--- src/rtl/hart_pkg.sv ---
// Shared defaults and types for the barrel-style hart scheduler.
package hart_pkg;

  localparam int unsigned NUM_HART_DEF   = 4;
  localparam int unsigned PIPE_DEPTH_DEF = 4;

  typedef logic [NUM_HART_DEF-1:0] hart_sel_t;

  // Index width that stays legal (>=1) for a single-entry range.
  function automatic int unsigned idx_width(input int unsigned n);
    return (n > 1) ? $clog2(n) : 1;
  endfunction

endpackage

--- src/rtl/rr_pick.sv ---
// Combinational round-robin picker: first set request after the last pointer, wrapping.
module rr_pick
  import hart_pkg::*;
#(
  parameter int unsigned N  = NUM_HART_DEF,
  parameter int unsigned IW = idx_width(N)
) (
  input  logic [N-1:0]  req,
  input  logic [IW-1:0] last,
  output logic [N-1:0]  grant,
  output logic [IW-1:0] grant_idx,
  output logic          any
);

  int unsigned cand;

  always_comb begin
    grant     = '0;
    grant_idx = '0;
    any       = 1'b0;
    cand      = 0;
    // Scan last+1 .. last+N so the previous winner has lowest priority.
    for (int unsigned i = 1; i <= N; i++) begin
      cand = (32'(last) + i) % N;
      if (!any && req[IW'(cand)]) begin
        grant[IW'(cand)] = 1'b1;
        grant_idx        = IW'(cand);
        any              = 1'b1;
      end
    end
  end

endmodule

--- src/rtl/hart_sched.sv ---
// Fine-grained multithreading scheduler: one instruction per hart in flight,
// round-robin issue into a PIPE_DEPTH-stage tag pipeline with per-hart flush.
module hart_sched
  import hart_pkg::*;
#(
  parameter int unsigned NUM_HART   = NUM_HART_DEF,
  parameter int unsigned PIPE_DEPTH = PIPE_DEPTH_DEF
) (
  input  logic                clk,
  input  logic                rst,
  input  logic                advance,
  input  logic [NUM_HART-1:0] hart_en,
  input  logic [NUM_HART-1:0] hart_stall,
  input  logic                flush,
  input  logic [NUM_HART-1:0] flush_hart_sel,
  output logic [NUM_HART-1:0] pc_rd_hart_sel,
  output logic [NUM_HART-1:0] rd_hart_sel,
  output logic [NUM_HART-1:0] wr_hart_sel,
  output logic                wb_valid,
  output logic [NUM_HART-1:0] inflight
);

  localparam int unsigned IW   = idx_width(NUM_HART);
  localparam int unsigned SW   = idx_width(PIPE_DEPTH);
  localparam int unsigned LAST = PIPE_DEPTH - 1;

  // Stage tags; sel is kept all-zero whenever valid is 0 so outputs are plain flops.
  logic [PIPE_DEPTH-1:0]               stg_valid, nxt_valid;
  logic [PIPE_DEPTH-1:0][NUM_HART-1:0] stg_sel,   nxt_sel;
  logic [NUM_HART-1:0]                 inflight_q, nxt_inflight;
  logic [IW-1:0]                       last_issued, nxt_last;

  logic [NUM_HART-1:0] eligible;
  logic [NUM_HART-1:0] grant;
  logic [IW-1:0]       grant_idx;
  logic                grant_any;

  // A hart being flushed this cycle must not be reissued on the same edge.
  assign eligible = hart_en & ~hart_stall & ~inflight_q
                  & ~({NUM_HART{flush}} & flush_hart_sel);

  rr_pick #(
    .N  (NUM_HART),
    .IW (IW)
  ) u_rr_pick (
    .req       (eligible),
    .last      (last_issued),
    .grant     (grant),
    .grant_idx (grant_idx),
    .any       (grant_any)
  );

  always_comb begin
    nxt_valid    = stg_valid;
    nxt_sel      = stg_sel;
    nxt_inflight = inflight_q;
    nxt_last     = last_issued;

    if (advance) begin
      if (stg_valid[LAST]) begin
        nxt_inflight = nxt_inflight & ~stg_sel[LAST];
      end
      nxt_valid = {stg_valid[PIPE_DEPTH-2:0], grant_any};
      nxt_sel   = {stg_sel[PIPE_DEPTH-2:0], grant};
      if (grant_any) begin
        nxt_inflight = nxt_inflight | grant;
        nxt_last     = grant_idx;
      end
    end

    // Kill is applied to post-shift positions.
    if (flush) begin
      for (int unsigned k = 0; k < PIPE_DEPTH; k++) begin
        if ((nxt_sel[SW'(k)] & flush_hart_sel) != '0) begin
          nxt_valid[SW'(k)] = 1'b0;
          nxt_sel[SW'(k)]   = '0;
        end
      end
      nxt_inflight = nxt_inflight & ~flush_hart_sel;
    end
  end

  always_ff @(posedge clk) begin
    if (rst) begin
      stg_valid   <= '0;
      stg_sel     <= '0;
      inflight_q  <= '0;
      last_issued <= IW'(NUM_HART - 1);
    end else begin
      stg_valid   <= nxt_valid;
      stg_sel     <= nxt_sel;
      inflight_q  <= nxt_inflight;
      last_issued <= nxt_last;
    end
  end

  assign pc_rd_hart_sel = stg_sel[0];
  assign rd_hart_sel    = stg_sel[1];
  assign wr_hart_sel    = stg_sel[LAST];
  assign wb_valid       = stg_valid[LAST];
  assign inflight       = inflight_q;

endmodule

--- config.mk ---
export PLATFORM = sky130hd
export DESIGN_NAME = hart_sched
export DESIGN_NICKNAME = d
export VERILOG_FILES = /design/src/rtl/hart_pkg.sv /design/src/rtl/rr_pick.sv /design/src/rtl/hart_sched.sv
export SDC_FILE = /design/constraint.sdc
export NUM_CORES = 1
export LEC_CHECK = 0
export CAP_MARGIN = 20
export CORE_MARGIN = 2
export CORE_UTILIZATION = 30
export CTS_BUF_LIST = sky130_fd_sc_hd__clkbuf_8
export DETAILED_ROUTE_END_ITERATION = 10
export MAX_ROUTING_LAYER = met4
export PLACE_DENSITY = 0.5
export SLEW_MARGIN = 10
export SYNTH_ARGS = -nofsm -noshare
export SYNTH_HDL_FRONTEND = slang
export SYNTH_SLANG_ARGS = --single-unit
--- constraint.sdc ---
create_clock -name clk -period 3.1 [get_ports clk]
set_input_delay 0.62 -clock clk [delete_from_list [all_inputs] [get_ports clk]]
set_output_delay 0.62 -clock clk [all_outputs]
set_load 0.005 [all_outputs]
### After elaboration in Yosys (flattened, before gate mapping)

Cells that the tools add are included.

| operators by class | value |
|---|---|
| add/subtract/negate cells | 4 |
| multiply operators | 0 |
| divide/modulo/power cells | 0 |
| magnitude comparators | 8 |
| eq/ne operators | 0 |
| shift-type cells | 0 |
| mux-type cells | 45 |
| bitwise gates (word level) | 19 |
| reductions and logical operators | 15 |

Operator list:

| kind | count |
|---|---|
| $mux W4 | 15 |
| $and A4 B4 Y4 | 10 |
| $mux W16 | 2 |
| $not A4 Y4 | 5 |
| $mux W1 | 16 |
| $or A4 B4 Y4 | 4 |
| $reduce_bool A4 Y1 | 4 |
| $lt A2 B3 Y1 const B | 4 |
| $bmux W1 S2 | 4 |
| $demux W1 S2 | 4 |
| $ge A2 B1 Y1 const B | 4 |
| $mux W2 | 4 |
| $logic_and A1 B1 Y1 | 7 |
| $add A2 B1 Y2 const B | 2 |
| $add A2 B2 Y2 const B | 2 |
| $logic_not A1 Y1 | 3 |
| $reduce_and A2 Y1 | 1 |

| storage, ports and cells | value |
|---|---|
| register bits after elaboration | 26 |
| latch bits | 0 |
| bits in writable memories | 0 |
| bits in read-only memories | 0 |
| bits of input ports | 16 |
| output and inout port bits | 17 |
| logic and storage cells | 98 |
| memories kept | 0 |

### Depth between registers and ports, before layout

| logic depth | value |
|---|---|
| word-level depth | 21 |
| depth in mapped cells | 11 |
| depth with buffers taken out | 10 |

### Cells and area by module

A second synthesis with hierarchy kept.

| unflattened totals | value |
|---|---|
| cell total of the unflattened synthesis | 208 |
| area total of the unflattened synthesis | 1953.1 sq um |

By module, submodules not included:

| module | times used | cells an instance | area each (sq um) | sequential area each (sq um) |
|---|---|---|---|---|
| hart_sched | 1 | 140 | 1427.6 | 520.5 |
| rr_pick | 1 | 68 | 525.5 | 0.0 |

### Least setup slack after synthesis

No wires, ideal clock.

| path | value |
|---|---|
| kind | register -> register |
| start point | reg last_issued[0] |
| end point | reg stg_sel (netlist bit pc_rd_hart_sel[3]) |
| arrival time | 3.058 ns |
| required time | 3.012 ns |
| slack | -0.046 ns |
| stages on the path, launching flop included | 11 |
| period minus slack after synthesis | 3.146 ns |
| cells stage by stage | dfxtp_1 clkbuf_1 clkinv_1 ha_1 inv_1 mux4_2 and2_4 a211oi_2 nor2_1 o32a_4 a311oi_2 |

| on the way | value |
|---|---|
| longest elaborated chain between the ends | 18 |

RTL lines:

| what | RTL line | RTL |
|---|---|---|
| start, declared | hart_sched.sv:31 | `logic [IW-1:0] last_issued, nxt_last;` |
| start signal, assigned | hart_sched.sv:88 | `last_issued <= IW'(NUM_HART - 1);` |
| start signal, assigned | hart_sched.sv:93 | `last_issued <= nxt_last;` |
| branches (longest 12 deep; another with $lt A2 B3 Y1) | - |  |
| $mux W4 (*) | rr_pick.sv:25 | `if (!any && req[IW'(cand)]) begin` |
| $mux W16 (*) | hart_sched.sv:59 | `if (advance) begin` |
| $and A4 B4 Y4 | hart_sched.sv:74 | `if ((nxt_sel[SW'(k)] & flush_hart_sel) != '0) begin` |
| $reduce_bool A4 Y1 | hart_sched.sv:74 |  |
| $mux W4 | hart_sched.sv:74 |  |
| $mux W16 (*) | hart_sched.sv:72 | `if (flush) begin` |
| end signal, assigned | hart_sched.sv:91 | `stg_sel <= nxt_sel;` |
| end, declared | hart_sched.sv:29 | `logic [PIPE_DEPTH-1:0][NUM_HART-1:0] stg_sel, nxt_sel;` |

Mark *: on every way between the ends. The select of a mux whose other input is x is not followed.
A chain may end at the register's enable or synchronous reset.

### Final worst setup path

| path | value |
|---|---|
| start point | in hart_en[0] |
| end point | reg stg_sel (netlist bit pc_rd_hart_sel[2]) |

| on the way | value |
|---|---|
| longest elaborated chain between the ends | 20 |

RTL lines:

| what | RTL line | RTL |
|---|---|---|
| start, declared | hart_sched.sv:12 | `input logic [NUM_HART-1:0] hart_en,` |
| $and A4 B4 Y4 (*) (2 in series) | hart_sched.sv:39 | `assign eligible = hart_en & ~hart_stall & ~inflight_q` |
| $and A4 B4 Y4 (*) | hart_sched.sv:40 | `& ~({NUM_HART{flush}} & flush_hart_sel);` |
| $bmux W1 S2 | rr_pick.sv:25 |  |
| $mux W1 (implied by the code) | rr_pick.sv:25 |  |
| $mux W1 | rr_pick.sv:25 |  |
| $logic_not A1 Y1 | rr_pick.sv:25 |  |
| $logic_and A1 B1 Y1 | rr_pick.sv:25 |  |
| $mux W1 | rr_pick.sv:25 |  |
| (+3 left out) | - |  |
| $logic_not A1 Y1 | rr_pick.sv:25 |  |
| $logic_and A1 B1 Y1 | rr_pick.sv:25 |  |
| $mux W4 (*) | rr_pick.sv:25 |  |
| $mux W16 (*) | hart_sched.sv:59 |  |
| $and A4 B4 Y4 | hart_sched.sv:74 |  |
| $reduce_bool A4 Y1 | hart_sched.sv:74 |  |
| $mux W4 | hart_sched.sv:74 |  |
| $mux W16 (*) | hart_sched.sv:72 |  |

Mark *: on every way between the ends. The rest lies on a longest branch, timed or not. The select of a mux whose other input is x is not followed.

==> impl_metrics.xml <==
<?xml version="1.0" encoding="UTF-8"?>
<metrics>
  <group name="status">
    <metric name="outcome" unit="">finished clean</metric>
  </group>
  <group name="finish">
    <metric name="drive_gt1_frac" unit="">0.2454</metric>
    <metric name="filler_cell_count" unit="">632</metric>
    <metric name="area_growth" unit="%">34.84</metric>
    <metric name="design.final.nets" unit="">298</metric>
    <metric name="finalInstanceArea" unit="um^2">2504</metric>
    <metric name="insertedDiodeCount" unit="">0</metric>
    <metric name="final_util" unit="">0.4204</metric>
  </group>
  <group name="sta">
    <metric name="final-setup-viol-count" unit="">0</metric>
    <metric name="rsz0062_at_grt" unit="">no</metric>
    <metric name="clock-skew-final" unit="ps">2.321</metric>
    <metric name="period_utilization_post_route" unit="">0.9533</metric>
    <metric name="tns" unit="ps">0</metric>
    <metric name="final_max_slew_viol_count" unit="">0</metric>
    <metric name="clock.fmax" unit="MHz">338.4</metric>
    <metric name="finalHoldViolCount" unit="">0</metric>
    <metric name="slew_headroom" unit="">0.7235</metric>
    <metric name="setup_ws" unit="ps">144.7</metric>
    <metric name="tightest_slew" unit="ps">414.7</metric>
    <metric name="finalWorstPathRequiredPeriod" unit="ps">2955</metric>
  </group>
  <group name="synth">
    <metric name="synth.area.top_cells" unit="">sky130_fd_sc_hd__dfxtp_1 (28%), sky130_fd_sc_hd__mux2_2 (7.3%), sky130_fd_sc_hd__buf_4 (5.7%)</metric>
    <metric name="yosys.cell_types.count" unit="">51</metric>
    <metric name="mappedNetlistArea" unit="um^2">1857</metric>
    <metric name="dominantRegCellSynth" unit="">sky130_fd_sc_hd__dfxtp_1</metric>
    <metric name="synth.yosys.seq_area_share" unit="">0.2803</metric>
    <metric name="synth.yosys.warnings" unit="">0</metric>
    <metric name="netlist.top_cell.by_area" unit="">sky130_fd_sc_hd__dfxtp_1</metric>
    <metric name="netlist.area_leader.share" unit="">0.2803</metric>
    <metric name="synth-edff-count" unit="">0</metric>
    <metric name="synth_area_per_cell" unit="um^2">8.402</metric>
    <metric name="async_flop_share" unit="">0</metric>
    <metric name="syn-num-nets" unit="">245</metric>
    <metric name="synthesis.instances" unit="">221</metric>
    <metric name="postSynthRegisterBits" unit="">26</metric>
  </group>
  <group name="pwr">
    <metric name="ir_drop" unit="uV">218.1</metric>
    <metric name="sequential_share_of_power" unit="">0.279</metric>
    <metric name="totalPowerFinal" unit="mW">1.436</metric>
    <metric name="leakage_component_of_the_power" unit="nW">1.015</metric>
    <metric name="switching_share" unit="">0.3751</metric>
    <metric name="portion_of_total_power_attributed_to_the_clock_network" unit="">0.201</metric>
    <metric name="p_int" unit="mW">0.8971</metric>
    <metric name="power_density" unit="nW/um^2">573.4</metric>
    <metric name="p_sw" unit="mW">0.5385</metric>
    <metric name="p_comb_frac" unit="">0.520</metric>
  </group>
  <group name="route">
    <metric name="wl_per_cell" unit="um">15.22</metric>
    <metric name="drcViolationCount" unit="">0</metric>
    <metric name="via_count" unit="">1786</metric>
    <metric name="drt-vias-per-instance" unit="">5.132</metric>
    <metric name="detail_route.iter0.violations" unit="">86</metric>
    <metric name="route.final.wire_length" unit="um">5297</metric>
    <metric name="drt_first_pass_iters" unit="">4</metric>
    <metric name="drt_antenna_net_count" unit="">0</metric>
  </group>
  <group name="worst_setup_path">
    <metric name="cp-end-kind" unit="">flip-flop</metric>
    <metric name="rr_startpoint" unit="">last_issued[0]$_SDFFE_PP1P_</metric>
    <metric name="timing.critical_path.required" unit="ps">3270</metric>
    <metric name="crit_path_start_kind" unit="">primary input</metric>
    <metric name="setup.worst_path.class" unit="">in2reg</metric>
    <metric name="worst_r2r_endpoint" unit="">pc_rd_hart_sel[3]$_SDFF_PP0_</metric>
    <metric name="reg2reg_depth" unit="">9</metric>
    <metric name="reg2reg_setup_slack" unit="ps">340</metric>
    <metric name="crit_arrival" unit="ps">3130</metric>
    <metric name="crit_path_max_fanout" unit="">4</metric>
  </group>
  <group name="clock_network">
    <metric name="cts.path.max_buffers" unit="">2</metric>
    <metric name="cts_tree" unit="">done</metric>
    <metric name="h_tree_depth" unit="">1</metric>
    <metric name="cts_root_buf" unit="">sky130_fd_sc_hd__clkbuf_8</metric>
    <metric name="cts_buffers" unit="">3</metric>
    <metric name="clock_slew_seen_by_the_registers_of_the_worst_setup_and_hold_paths" unit="ps">100</metric>
    <metric name="clock_insertion_delay_worst_skew" unit="ps">270</metric>
    <metric name="clock_sinks" unit="">26</metric>
    <metric name="holdBufCountCts" unit="">0</metric>
  </group>
  <group name="floorplanning">
    <metric name="row_count" unit="">28</metric>
    <metric name="die_h" unit="um">82.67</metric>
    <metric name="die_w" unit="um">82.67</metric>
    <metric name="initial_core_utilization" unit="">0.3118</metric>
    <metric name="num_io_pins" unit="">33</metric>
    <metric name="dieArea" unit="um^2">6834</metric>
    <metric name="core-area" unit="um^2">5956</metric>
  </group>
  <group name="placed_design">
    <metric name="place_area" unit="um^2">2421</metric>
    <metric name="dp_slack" unit="ps">-131.3</metric>
    <metric name="gp_congestion" unit="">0.8264</metric>
    <metric name="io_buffers" unit="">32</metric>
    <metric name="dp_hpwl" unit="um">4218</metric>
  </group>
  <group name="global_route">
    <metric name="antenna_found_initial" unit="">0</metric>
    <metric name="vias_in_the_first_global_route" unit="">1734</metric>
    <metric name="grt_max_degree" unit="">17</metric>
    <metric name="globalRouteTotalUtil" unit="">0.1704</metric>
    <metric name="overflow" unit="">0</metric>
    <metric name="grt_first_pass_wirelength" unit="um">8562</metric>
  </group>
  <group name="hold_path">
    <metric name="holdPathEnd" unit="">stg_valid[2]$_SDFF_PP0_</metric>
    <metric name="type_of_the_most_critical_hold_path" unit="">reg2reg</metric>
    <metric name="min_delay_path_depth" unit="">2</metric>
    <metric name="worst_hold_launch" unit="">stg_valid[2]$_SDFF_PP0_</metric>
  </group>
  <group name="job">
    <metric name="max-cap-violations" unit="">0</metric>
  </group>
</metrics>
## registers in the layout, summed over array words and instances (netlist names)
| name | cells |
|---|---|
| stg_sel | 4 |
| wr_hart_sel | 4 |
| inflight | 4 |
| stg_valid | 4 |
| last_issued | 2 |
| pc_rd_hart_sel | 4 |
| rd_hart_sel | 4 |
## cells in the final DEF (no fill, tap or decap), types with 3 or more instances in the layout
cell	instances
sky130_fd_sc_hd__a22oi_1	11
sky130_fd_sc_hd__a31oi_1	5
sky130_fd_sc_hd__clkdlybuf4s50_1	32
sky130_fd_sc_hd__nor2b_1	15
sky130_fd_sc_hd__nor3b_1	3
sky130_fd_sc_hd__a211oi_1	4
sky130_fd_sc_hd__ha_1	8
sky130_fd_sc_hd__clkbuf_8	3
sky130_fd_sc_hd__buf_4	38
sky130_fd_sc_hd__mux2_2	12
sky130_fd_sc_hd__nand3_1	6
sky130_fd_sc_hd__a21o_1	3
sky130_fd_sc_hd__inv_1	3
sky130_fd_sc_hd__dfxtp_1	26
sky130_fd_sc_hd__a21oi_1	10
sky130_fd_sc_hd__nor3_1	4
sky130_fd_sc_hd__nand2_1	20
sky130_fd_sc_hd__mux2i_1	3
sky130_fd_sc_hd__nor2_1	18
sky130_fd_sc_hd__o21ai_0	9
## power by group through the flow
stage	Clock [mW]	Combinational [mW]	Sequential (mW)
5_1_grt	0.313	0.825	0.405
3_5_place_dp	0	0.732	0.409
4_1_cts	0.292	0.734	0.401
6_report	0.289	0.746	0.400
2_1_floorplan	0	0.453	0.405
3_3_place_gp	0	0.735	0.408
## Yosys cell counts (all sizes together), types with 3 or more instances
cell and number:
nand2 21, a21o 3, nand3 6, ha 8, and2 4, dfxtp 26, a21oi 10, clkbuf 5
a211oi 5, a31oi 5, nor3b 3, nor2 18, mux2i 3, o21ai 9, a22oi 12, nor2b 15
mux2 12, nor3 4, buf 17, inv 3
## worst max path at each step
stage | startpoint | end | cells past startpoint
floorplan | last_issued[0]$_SDFFE_PP1P_ | pc_rd_hart_sel[3]$_SDFF_PP0_ | 10
global placement | hart_en[0] | pc_rd_hart_sel[3]$_SDFF_PP0_ | 9
detailed placement | hart_en[0] | pc_rd_hart_sel[2]$_SDFF_PP0_ | 9
CTS | hart_en[0] | pc_rd_hart_sel[3]$_SDFF_PP0_ | 9
global route | hart_en[0] | pc_rd_hart_sel[2]$_SDFF_PP0_ | 9
finish | hart_en[0] | pc_rd_hart_sel[2]$_SDFF_PP0_ | 9
## worst max-delay path, cell delays in order
cell,delay (ps)
sky130_fd_sc_hd__clkdlybuf4s50_1,440
sky130_fd_sc_hd__or3b_1,390
sky130_fd_sc_hd__or2_1,270
sky130_fd_sc_hd__mux4_2,530
sky130_fd_sc_hd__nor2_1,170
sky130_fd_sc_hd__a222oi_1,120
sky130_fd_sc_hd__a311o_1,430
sky130_fd_sc_hd__o211ai_1,100
sky130_fd_sc_hd__nor2_1,50
## per-layer routing
metal	vias up	wire [um]	global-route usage
met5	-	0	-
met4	0	65	0.04918
met3	6	289	0.01848
met2	56	2410	0.2718
met1	819	2532	0.2285
li1	905	-	-
## area by class of cell
cell class	count	area [um^2]	share of cell area
inverter	4	16.27	0.006497
multi-input combinational	169	1196	0.4778
timing repair buffer	70	605.6	0.2419
clock buffer	3	41.29	0.01649
clock inverter	1	30.03	0.01199
tap	75	93.84	0.03748
sequential	26	520.5	0.2079
## repair_timing
| action | in CTS | in global routing |
|---|---|---|
| gates resized for setup | 0 | 2 |
| setup endpoints to repair | 0 | 1 |
| setup buffers | 0 | 0 |
## cell families after synthesis
logic type                 count (synthesis)  share of synthesized area
and+or+nand+nor                           80                     0.2177
adders and majority gates                  8                    0.05391
xor gates and xnor gates                   1                   0.004718
DFF                                       26                     0.2803
AOI/OAI and AO/OA                         63                     0.2487
buffers and inverters                     26                    0.08153
muxes                                     17                     0.1132
## through the flow
step                cells  hold WS, ps
finish                348        513.1
floorplan             221        460.1
CTS                   348        518.9
global route          348        556.8
global placement      344        483.3
detailed placement    344        492.8
Power figures use the tool's default switching activity.
